**config.mk**
```make
export PLATFORM = sky130hd
export DESIGN_NAME = red_accum
export DESIGN_NICKNAME = d
export VERILOG_FILES = /design/src/rtl/red_pkg.sv /design/src/rtl/red_lane_add.sv /design/src/rtl/red_accum.sv
export SDC_FILE = /design/constraint.sdc
export NUM_CORES = 1
export LEC_CHECK = 0
export BUFFER_PORTS_ARGS = -buffer_cell sky130_fd_sc_hd__buf_4
export CAP_MARGIN = 10
export CORE_MARGIN = 5
export CORE_UTILIZATION = 60
export DETAILED_ROUTE_END_ITERATION = 16
export GPL_TIMING_DRIVEN = 0
export HOLD_SLACK_MARGIN = 0.02
export PLACE_DENSITY = 0.85
export SYNTH_ARGS = -nofsm -noshare
export SYNTH_HDL_FRONTEND = slang
export SYNTH_SLANG_ARGS = --single-unit
export TNS_END_PERCENT = 1
```
**constraint.sdc**
```tcl
create_clock -name clk -period 8.3 [get_ports clk]
set_input_delay 0.83 -clock clk [delete_from_list [all_inputs] [get_ports clk]]
set_output_delay 0.83 -clock clk [all_outputs]
set_load 0.1 [all_outputs]
```
**src/rtl/red_pkg.sv**
```systemverilog
// -----------------------------------------------------------------------------
// red_pkg
// Shared declarations for the lane-reduction accumulator.
//
// Contents:
//   DEF_DATA_W / DEF_LANE_W : default operand width and lane width
//   state_t                 : controller states (IDLE, RUN, DONE)
//   idx_width()             : width of a lane index that can address n lanes.
//                             Never narrower than one bit.
// -----------------------------------------------------------------------------
package red_pkg;

    localparam int DEF_DATA_W = 16;
    localparam int DEF_LANE_W = 8;

    typedef enum logic [1:0] {
        IDLE = 2'd0,
        RUN  = 2'd1,
        DONE = 2'd2
    } state_t;

    // A single-lane configuration still needs a one-bit index register.
    function automatic int idx_width(input int n);
        return (n > 1) ? $clog2(n) : 1;
    endfunction

endpackage : red_pkg

```
**src/rtl/red_lane_add.sv**
```systemverilog
// -----------------------------------------------------------------------------
// red_lane_add
// Exact sum of two LANE_W-bit lanes. The sum is one bit wider than a lane, so
// it never wraps or saturates. The block is purely combinational.
//
// Ports:
//   a, b : in  [LANE_W-1:0] lane operands
//   sgn  : in               1 = operands are two's complement, 0 = unsigned
//   sum  : out [LANE_W:0]   exact sum. It is signed when sgn = 1.
// -----------------------------------------------------------------------------
module red_lane_add
    import red_pkg::*;
#(
    parameter int LANE_W = DEF_LANE_W
) (
    input  logic [LANE_W-1:0] a,
    input  logic [LANE_W-1:0] b,
    input  logic              sgn,
    output logic [LANE_W:0]   sum
);

    logic [LANE_W:0] w_a_ext;
    logic [LANE_W:0] w_b_ext;

    // Widen by one bit. The MSB is copied when signed and zero-filled when
    // unsigned. An (L+1)-bit sum then holds every case:
    //   signed range:   -2^L .. 2^L-2
    //   unsigned range:  0   .. 2^(L+1)-2
    assign w_a_ext = {sgn & a[LANE_W-1], a};
    assign w_b_ext = {sgn & b[LANE_W-1], b};
    assign sum     = w_a_ext + w_b_ext;

endmodule : red_lane_add

```
**src/rtl/red_accum.sv**
```systemverilog
// -----------------------------------------------------------------------------
// red_accum
// Multi-cycle lane reduction. A start latches operands A and B, which hold
// packed lanes with lane 0 in the LSBs. Each RUN cycle then adds the lane pair
// at the current index into an accumulator. That accumulator is wide enough
// that it can never overflow. After the last lane, the controller spends one
// cycle in DONE and pulses done. The extended sum is held on result.
//
// Ports:
//   clk    : in                sole clock, rising edge
//   rst    : in                synchronous active-high reset; beats start
//   start  : in                begin a reduction (honoured in IDLE or DONE)
//   sgn    : in                1 = signed lanes, 0 = unsigned lanes
//   A, B   : in  [DATA_W-1:0]  packed lane operands
//   busy   : out               reduction in progress (RUN only)
//   done   : out               one-cycle pulse; result valid
//   result : out [DATA_W-1:0]  reduced sum. It is extended per sgn and held
//                              until the next DONE entry.
//
// Timing: done rises N_LANES rising edges after the edge that sampled start.
// -----------------------------------------------------------------------------
module red_accum
    import red_pkg::*;
#(
    parameter int DATA_W = DEF_DATA_W,
    parameter int LANE_W = DEF_LANE_W
) (
    input  logic              clk,
    input  logic              rst,
    input  logic              start,
    input  logic              sgn,
    input  logic [DATA_W-1:0] A,
    input  logic [DATA_W-1:0] B,
    output logic              busy,
    output logic              done,
    output logic [DATA_W-1:0] result
);

    localparam int N_LANES = DATA_W / LANE_W;
    localparam int ACC_W   = LANE_W + 1 + $clog2(N_LANES);
    localparam int IDX_W   = idx_width(N_LANES);

    localparam logic [IDX_W-1:0] LAST_IDX = IDX_W'(N_LANES - 1);

    // ---------------------------------------------------------------- state
    state_t             r_state;
    logic [DATA_W-1:0]  r_a;
    logic [DATA_W-1:0]  r_b;
    logic               r_sgn;
    logic [ACC_W-1:0]   r_acc;
    logic [IDX_W-1:0]   r_idx;
    logic [DATA_W-1:0]  r_result;

    // ---------------------------------------------------------- comb wires
    state_t             w_state_next;
    logic               w_accept;
    logic               w_last;
    logic [DATA_W-1:0]  w_shift_a;
    logic [DATA_W-1:0]  w_shift_b;
    logic [LANE_W-1:0]  w_lane_a;
    logic [LANE_W-1:0]  w_lane_b;
    logic [LANE_W:0]    w_lane_sum;
    logic [ACC_W-1:0]   w_sum_ext;
    logic [ACC_W-1:0]   w_acc_next;
    logic [DATA_W-1:0]  w_result_ext;

    // Lane selection. Shift the current lane down to bit 0, then keep the low
    // LANE_W bits. One adder is reused for every lane.
    assign w_shift_a = r_a >> (int'(r_idx) * LANE_W);
    assign w_shift_b = r_b >> (int'(r_idx) * LANE_W);
    assign w_lane_a  = w_shift_a[LANE_W-1:0];
    assign w_lane_b  = w_shift_b[LANE_W-1:0];
    assign w_last    = (r_idx == LAST_IDX);

    red_lane_add #(
        .LANE_W (LANE_W)
    ) u_lane_add (
        .a   (w_lane_a),
        .b   (w_lane_b),
        .sgn (r_sgn),
        .sum (w_lane_sum)
    );

    // Extend the lane sum and the new accumulator value according to the
    // latched sign mode. A size cast of a signed operand sign-extends it.
    always_comb begin
        // NOTE: every variable written here gets a value before any branch.
        // A path that skips an assignment would otherwise infer a latch.
        w_sum_ext    = '0;
        w_acc_next   = '0;
        w_result_ext = '0;
        if (r_sgn) begin
            w_sum_ext    = ACC_W'($signed(w_lane_sum));
            w_acc_next   = r_acc + w_sum_ext;
            w_result_ext = DATA_W'($signed(w_acc_next));
        end else begin
            w_sum_ext    = ACC_W'(w_lane_sum);
            w_acc_next   = r_acc + w_sum_ext;
            w_result_ext = DATA_W'(w_acc_next);
        end
    end

    // Next-state and output decode.
    // start is honoured in IDLE and in DONE, which allows back-to-back
    // operation. In RUN it is ignored.
    always_comb begin
        w_state_next = r_state;
        w_accept     = 1'b0;
        busy         = 1'b0;
        done         = 1'b0;
        case (r_state)
            IDLE: begin
                if (start) begin
                    w_accept     = 1'b1;
                    w_state_next = RUN;
                end
            end
            RUN: begin
                busy = 1'b1;
                if (w_last) begin
                    w_state_next = DONE;
                end
            end
            DONE: begin
                done = 1'b1;
                if (start) begin
                    w_accept     = 1'b1;
                    w_state_next = RUN;
                end else begin
                    w_state_next = IDLE;
                end
            end
            default: begin
                w_state_next = IDLE;
            end
        endcase
    end

    // All state lives here. rst is checked first, so it beats start, and it
    // abandons a reduction that is in flight before any done pulse.
    always_ff @(posedge clk) begin
        // NOTE: non-blocking assignments, so every register samples the values
        // from before this edge. Order inside the block does not matter.
        if (rst) begin
            r_state  <= IDLE;
            r_a      <= '0;
            r_b      <= '0;
            r_sgn    <= 1'b0;
            r_acc    <= '0;
            r_idx    <= '0;
            r_result <= '0;
        end else begin
            r_state <= w_state_next;
            if (w_accept) begin
                r_a   <= A;
                r_b   <= B;
                r_sgn <= sgn;
                r_acc <= '0;
                r_idx <= '0;
            end else if (r_state == RUN) begin
                r_acc <= w_acc_next;
                r_idx <= r_idx + IDX_W'(1);
                // The edge that folds in the last lane is the DONE-entry edge.
                if (w_last) begin
                    r_result <= w_result_ext;
                end
            end
        end
    end

    assign result = r_result;

endmodule : red_accum

```
==> metrics.md, run 1 <==
| Metric | Value |
|---|---|
| Setup TNS | `0 ns` |
| HPWL Detailed | `5574 µm` |
| DR vias | `2811` |
| Total design power | `0.7065 mW` |
| Clk_lat worst skew | `0.34 ns` |
| Synthesis-to-layout area growth | `22.73%` |
| First-pass GRT wire length | `12260 µm` |
| # Post-CTS Setup Buffers | `0` |
| Final Hold Viols | `0` |
| Vert. Die Dim | `81.29 µm` |
| Number of hold buffers added after CTS | `0` |
| # rows | `26` |
| Clock skew | `0.004425 ns` |
| Worst EP required | `8.51 ns` |
| Critical path's top delay family | `compound AO/OA/AOI/OAI gates` |
| Antenna violations before repair | `0` |
| TritonRoute pass-1 iters | `5` |
| DRC errors left | `0` |
| Post-synth EDFFs | `0` |
| Hold WS | `0.4539 ns` |
| RD Place Congestion | `0.9669` |
| FFs w/ async S/R, synth | `0%` |
| Startpoint Class | `flip-flop` |
| Multiplexer share of the synthesized area | `6.483%` |
| GRT Util Overall | `24.84%` |
| Wirelength per Cell | `14.90 µm` |
| Syn Inst Count | `374` |
| Worst slack at placement | `3.862 ns` |
| Max Cap Viol | `0` |
| Die area | `6607 µm²` |
| Number of global-route vias before repair | `2724` |
| Fin nets | `493` |
| Boundary pin count | `54` |
| Cts bufs inserted | `9` |
| Synth Area per Inst | `8.153 µm²` |
| Critical Path, Cell by Cell | `buf_2, buf_2, mux2i_1, inv_1, ha_1, a21o_1, a21oi_1, nor2b_1, o21a_1, o41ai_2, xnor2_1, ha_1, nand4_1, o22ai_1, nor2_1, a211oi_2, xor2_1, a211oi_1` |
| Sequential area share after synthesis | `37.42%` |
| Leakage dissipation | `1.624 nW` |
| Post-route ant nets | `0` |
| Die X | `81.29 µm` |
| Pwr Density | `188.8 nW/µm²` |
| Share of cells above drive strength 1 | `22.80%` |
| CTS tree | `built` |
| Ranking of synthesized cells by area | `dfxtp_1 37%, nand2_1 12%, a21oi_1 8.9%, ha_1 7.0%, mux2_2 5.2%` |
| Status | `finished clean` |
| Final WS setup | `3.823 ns` |
| Routed wire length | `7642 µm` |
| WS Path Type | `flip-flop to flip-flop` |
| Min-Delay Path Class | `flip-flop to flip-flop` |
| Final period demand of the worst path | `4.477 ns` |
| Root Buffer | `clkbuf_8` |
| VDD IR max | `106.5 µV` |
| GRT overflow | `0` |
| RSZ-0062 raised after global routing | `no` |
| Slew headroom | `63.15%` |
| Starting Density | `60.86%` |
| 1st-iter DRT viols | `177` |
| Clk slew on worst S/H paths | `0.06 ns` |
| Setup Viol. Count Final | `0` |
| Pin count of the biggest net entering global routing | `11` |
| Crit path buffers/inverters | `3` |
| Synthesis-stage register bit count | `57` |
| Post-Synth XOR/XNOR Area | `4.309%` |
| Main combinational cell family by area after synthesis | `simple AND/OR/NAND/NOR gates` |
| Crit. End Element | `flip-flop` |
| CP arrival | `4.68 ns` |
| Post-Synth Simple-Gate Area | `21.13%` |
| Count leader, synth | `nand2_1` |
| # H-tree levels | `3` |
| Largest area contributor in the netlist | `dfxtp_1` |
| Most frequent cells after synthesis | `101 x nand2_1, 57 x dfxtp_1, 54 x a21oi_1` |
| Syn_nets | `429` |
| Post-Synth Adder-Cell Area | `8.289%` |
| # port buffers | `53` |
| ANT cells | `0` |
| CP Max Fanout | `10` |
| Cell Area, Synth | `3049 µm²` |
| Total clock sinks | `57` |
| Slowest CP cell | `ha_1` |
| Tcrit/Tclk final | `53.95%` |
| Bufs on Longest Clock Path | `2` |
| Vias/cell | `5.480` |
| Core ar. | `5010 µm²` |
| YS warnings | `0` |
| Top_reg_cell synth | `dfxtp_1` |
| Yosys top cell area share | `37.42%` |
| Slowest stage delay, CP | `0.44 ns` |
| Post-CTS sizing | `0` |
| Slew Limit Fails | `0` |
| Worst-margin pin slew | `0.5528 ns` |
| R2R setup slack | `3.82 ns` |
| Netlist cell types | `49` |
| Compound-Gate Fraction of Synth Area | `17.48%` |
| Achievable Freq | `223.3 MHz` |
-- power by group --
group	leakage [nW]	total (mW)	switching [mW]	internal [mW]
clock network	0.107	0.277	0.114	0.163
logic	1.05	0.135	0.0807	0.0539
registers	0.465	0.295	0.00804	0.287
total	1.62	0.706	0.202	0.504
-- metal layers --
| metal | track usage [%] | part of all wire, % | vias up |
|---|---|---|---|
| met1 | 27.65 | 40 | 1295 |
| met3 | 6.098 | 6.7 | 23 |
| met5 | 0 | 0 | - |
| li1 | - | - | 1392 |
| met2 | 43.32 | 50 | 101 |
| met4 | 13.18 | 3.0 | 0 |
-- worst register-to-register path: cells and delay by family, from the launching register on --
kind / cells / cell delay [ns]
AOI/OAI and AO/OA: 7 / 1.42
adders and majority gates: 2 / 0.74
buffers and inverters: 3 / 0.68
muxes: 1 / 0.41
DFF: 1 / 0.39
xor gates and xnor gates: 2 / 0.37
and+or+nand+nor: 3 / 0.34
-- through the flow --
stage / cells / cell area [µm²] / util, %
floorplan: 374 / 3049 / -
global placement: 497 / 3535 / 70.55
detailed placement: 497 / 3535 / 70.55
CTS: 513 / 3742 / 74.70
global route: 513 / 3742 / 74.70
finish: 513 / 3742 / 74.70
-- worst paths after layout --
path | startpoint | end | cells past startpoint
max | r_idx$_SDFFE_PP0P_ | result[9]$_SDFFE_PP0P_ | 18
min | result[5]$_SDFFE_PP0P_ | result[5]$_SDFFE_PP0P_ | 2
max reg2reg | r_idx$_SDFFE_PP0P_ | result[9]$_SDFFE_PP0P_ | 18
min reg2reg | result[5]$_SDFFE_PP0P_ | result[5]$_SDFFE_PP0P_ | 2
-- flip-flops by register name, summed over array words and instances, names as in the netlist --
name / cells
r_a: 16
result: 11
r_acc: 10
r_b: 16
r_sgn: 1
r_state: 2
r_idx: 1
-- final cells by class --
type,instances,area [µm²]
multi-input combinational,283,1759
timing repair buffer,53,397.9
clock buffer,14,172.7
clock inverter,2,35.03
fill,423,1267
buffer,25,115.1
sequential,57,1141
inverter,9,33.78
tap,70,87.58
-- cell usage in the layout, fill, tap and decap left out, types with 2 or more instances in the layout --
cell type  instances
ha_1              17
nor2_1            11
nor3_1             6
nand2_1          101
inv_1              8
o21ai_0            2
a211oi_1           3
dfxtp_1           57
fa_1               2
a21oi_2            2
nand2b_1           4
mux2i_1            4
a211oi_2           2
o211ai_1           3
clkbuf_8          12
or2_2              2
nand3_1            4
nor2b_1            4
buf_4             58
nand3b_1           2
buf_2              2
xor2_1             2
nor3b_1            2
o21ai_1            2
nand4_1            2
a21o_1             4
a21oi_1           54
o21a_1             3
clkbuf_1          19
xnor2_1           13
mux2_2            14
or3b_1             2
-- logic make-up (layout without fill, tap and decap cells) --
family	after synthesis	in the layout
flops	57	57
xor+xnor	15	15
simple gates	146	146
buf+inv	34	103
mux	18	18
fa+ha+maj	19	19
compound gates	85	85
No activity file was read; power rests on OpenSTA's default activity.
==> run 2, diff against run 1 <==
CORE_UTILIZATION = 56   (was 60)
PLACE_DENSITY = 0.8   (was 0.85)
clock period = 4.5 ns   (was 8.3 ns; I/O delays follow)
==> run 2 against run 1 <==
  * Largest cell class unchanged
  * Global-route usage shrank 3.1 points
  * Clock skew grew 0.0038 ns
  * Total power grew 86%
  * Final area grew 0.47%
  * Non-clock buffer count is the same
  * Die area grew 6.3%
  * Final cell count is the same
  * Worst hold slack lost 0.11 ns
  * Count of clock-buffer cells in the layout shrank 4
  * Via count shrank 2.7%
  * Critical path type unchanged
==> metrics.md, run 2 (synthesized netlist as in run 1, its figures left out) <==
| Metric | Value |
|---|---|
| Worst-margin pin slew | `0.5595 ns (was 0.5528 ns)` |
| Vias/cell | `5.329 (was 5.480)` |
| Startpoint Class | `flip-flop (unchanged)` |
| Total clock sinks | `57 (unchanged)` |
| Share of cells above drive strength 1 | `23.70% (was 22.80%)` |
| Clock skew | `0.008242 ns (was 0.004425 ns)` |
| CTS tree | `built (unchanged)` |
| Worst EP required | `4.71 ns (was 8.51 ns)` |
| Clk_lat worst skew | `0.35 ns (was 0.34 ns)` |
| ANT cells | `0 (unchanged)` |
| Worst Hold Path Cells | `3 (was 2)` |
| RSZ-0062 raised after global routing | `no (unchanged)` |
| Synthesis-to-layout area growth | `23.31% (was 22.73%)` |
| R2R setup slack | `0.22 ns (was 3.82 ns)` |
| # rows | `26 (unchanged)` |
| Max Cap Viol | `0 (unchanged)` |
| Worst Hold Launch | `B[11] (was result[5]$_SDFFE_PP0P_)` |
| # fillers | `442 (was 423)` |
| Status | `finished clean (unchanged)` |
| TritonRoute pass-1 iters | `4 (was 5)` |
| CP Max Fanout | `10 (unchanged)` |
| Wirelength per Cell | `14.37 µm (was 14.90 µm)` |
| Final Hold Viols | `0 (unchanged)` |
| Pin count of the biggest net entering global routing | `11 (unchanged)` |
| Boundary pin count | `54 (unchanged)` |
| Area occupied by registers | `1141 µm² (unchanged)` |
| Starting Density | `58.58% (was 60.86%)` |
| # H-tree levels | `3 (unchanged)` |
| Most common cell after layout, fill and taps aside | `nand2_1 (unchanged)` |
| Die area | `7021 µm² (was 6607 µm²)` |
| Antenna violations before repair | `0 (unchanged)` |
| Slew headroom | `62.70% (was 63.15%)` |
| Tcrit/Tclk final | `95.08% (was 53.95%)` |
| Clk slew on worst S/H paths | `0.07 ns (was 0.06 ns)` |
| HPWL Detailed | `5407 µm (was 5574 µm)` |
| RD Place Congestion | `0.9168 (was 0.9669)` |
| Die X | `83.79 µm (was 81.29 µm)` |
| Crit. End Element | `flip-flop (unchanged)` |
| GRT Util Overall | `21.75% (was 24.84%)` |
| Multi-input gate area | `1769 µm² (was 1759 µm²)` |
| RR Startpoint | `r_idx$_SDFFE_PP0P_ (unchanged)` |
| DR vias | `2734 (was 2811)` |
| Pwr Density | `349.0 nW/µm² (was 188.8 nW/µm²)` |
| WHS Endpoint | `r_b[11]$_SDFFE_PP0P_ (was result[5]$_SDFFE_PP0P_)` |
| Cts bufs inserted | `9 (unchanged)` |
| Bufs on Longest Clock Path | `2 (unchanged)` |
| Vert. Die Dim | `83.79 µm (was 81.29 µm)` |
| CP arrival | `4.49 ns (was 4.68 ns)` |
| WS Path Type | `flip-flop to flip-flop (unchanged)` |
| Slew Limit Fails | `0 (unchanged)` |
| Fin nets | `493 (unchanged)` |
| Setup Viol. Count Final | `0 (unchanged)` |
| Most frequent cells in the layout | `101 x nand2_1, 58 x buf_4, 57 x dfxtp_1 (unchanged)` |
| R2r worst-path depth | `18 (unchanged)` |
| Min-Delay Path Class | `primary input to flip-flop (was flip-flop to flip-flop)` |
| First-pass GRT wire length | `12300 µm (was 12260 µm)` |
| VDD IR max | `254.6 µV (was 106.5 µV)` |
| 1st-iter DRT viols | `128 (was 177)` |
| Hold WS | `0.3428 ns (was 0.4539 ns)` |
| # port buffers | `53 (unchanged)` |
| Post-route ant nets | `0 (unchanged)` |
| Setup TNS | `0 ns (unchanged)` |
| Final period demand of the worst path | `4.279 ns (was 4.477 ns)` |
| Achievable Freq | `233.7 MHz (was 223.3 MHz)` |
| DRC errors left | `0 (unchanged)` |
| Leakage dissipation | `1.622 nW (was 1.624 nW)` |
| # Post-CTS Setup Buffers | `0 (unchanged)` |
| Root Buffer | `clkbuf_8 (unchanged)` |
| Routed wire length | `7370 µm (was 7642 µm)` |
| R2r endpoint | `result[9]$_SDFFE_PP0P_ (unchanged)` |
| Core ar. | `5205 µm² (was 5010 µm²)` |
| GRT overflow | `0 (unchanged)` |
| Number of hold buffers added after CTS | `0 (unchanged)` |
| Number of global-route vias before repair | `2739 (was 2724)` |
## run 2: changes by cell type in the layout (fill, tap and decap cells not counted), moves of 2 or more
cell	change
mux2i_2	+2
clkinv_2	+2
clkbuf_4	+2
buf_2	-2
clkbuf_8	-3
mux2i_1	-2
## run 2: worst max-delay path by stage
stage,cells after the start,end,slack (ns),from
after global routing,18,result[9]$_SDFFE_PP0P_,0.007,r_idx$_SDFFE_PP0P_
after detailed placement,18,result[9]$_SDFFE_PP0P_,0.18,r_idx$_SDFFE_PP0P_
after CTS,18,result[9]$_SDFFE_PP0P_,0.17,r_idx$_SDFFE_PP0P_
final,18,result[9]$_SDFFE_PP0P_,0.22,r_idx$_SDFFE_PP0P_
after floorplan,18,r_acc[9]$_SDFFE_PP0P_,0.69,r_idx$_SDFFE_PP0P_
after global placement,18,result[9]$_SDFFE_PP0P_,0.21,r_idx$_SDFFE_PP0P_
## run 2: area by class of cell
type	instances	area share, %
sequential	57	30.35
clock buffer	10	3.394
inverter	9	0.8985
multi-input combinational	283	47.05
tap	70	2.329
timing repair buffer	53	10.58
clock inverter	6	2.196
buffer	25	3.195
## run 2: layer usage
metal | track usage (%) | routed length, µm | vias to the layer above
li1 | - | - | 1396
met1 | 25.12 | 3167 | 1256
met2 | 37.45 | 3680 | 67
met3 | 6.318 | 357 | 15
met4 | 8.918 | 165 | 0
met5 | 0 | 0 | -
## run 2: through the flow
stage	setup WS (ns)	power, mW	cells	utilization [%]	instance area [µm²]
global route	0.007248	1.368	513	72.24	3760
finish	0.2213	1.312	513	72.24	3760
floorplan	0.6883	0.7249	374	-	3049
global placement	0.2091	0.7907	497	67.91	3535
detailed placement	0.1781	0.7969	497	67.91	3535
CTS	0.1735	1.311	513	71.95	3745
## run 2: timing repair
| action | in CTS | in global routing |
|---|---|---|
| setup endpoints to repair | 0 | 3 |
| endpoints found under the hold margin | 0 | 0 |
| resized for setup | 0 | 5 |
## run 2: where the power goes
part | internal [mW] | switching [mW]
combinational | 0.101 | 0.146
clock | 0.309 | 0.212
sequential | 0.530 | 0.0152
total | 0.939 | 0.373
## run 2: worst max-delay path, stage by stage (launching register included)
cell and delay, ns:
dfxtp_1 0.38, clkbuf_4 0.25, clkbuf_4 0.27, mux2i_2 0.31, inv_1 0.08, ha_1 0.27
a21o_1 0.18, a21oi_1 0.22, nor2b_1 0.07, o21a_1 0.19, o41ai_2 0.24, xnor2_1 0.22
ha_2 0.39, nand4_1 0.14, o22ai_1 0.12, o21ba_1 0.19, a211oi_2 0.29, xor2_1 0.24
a211oi_1 0.10
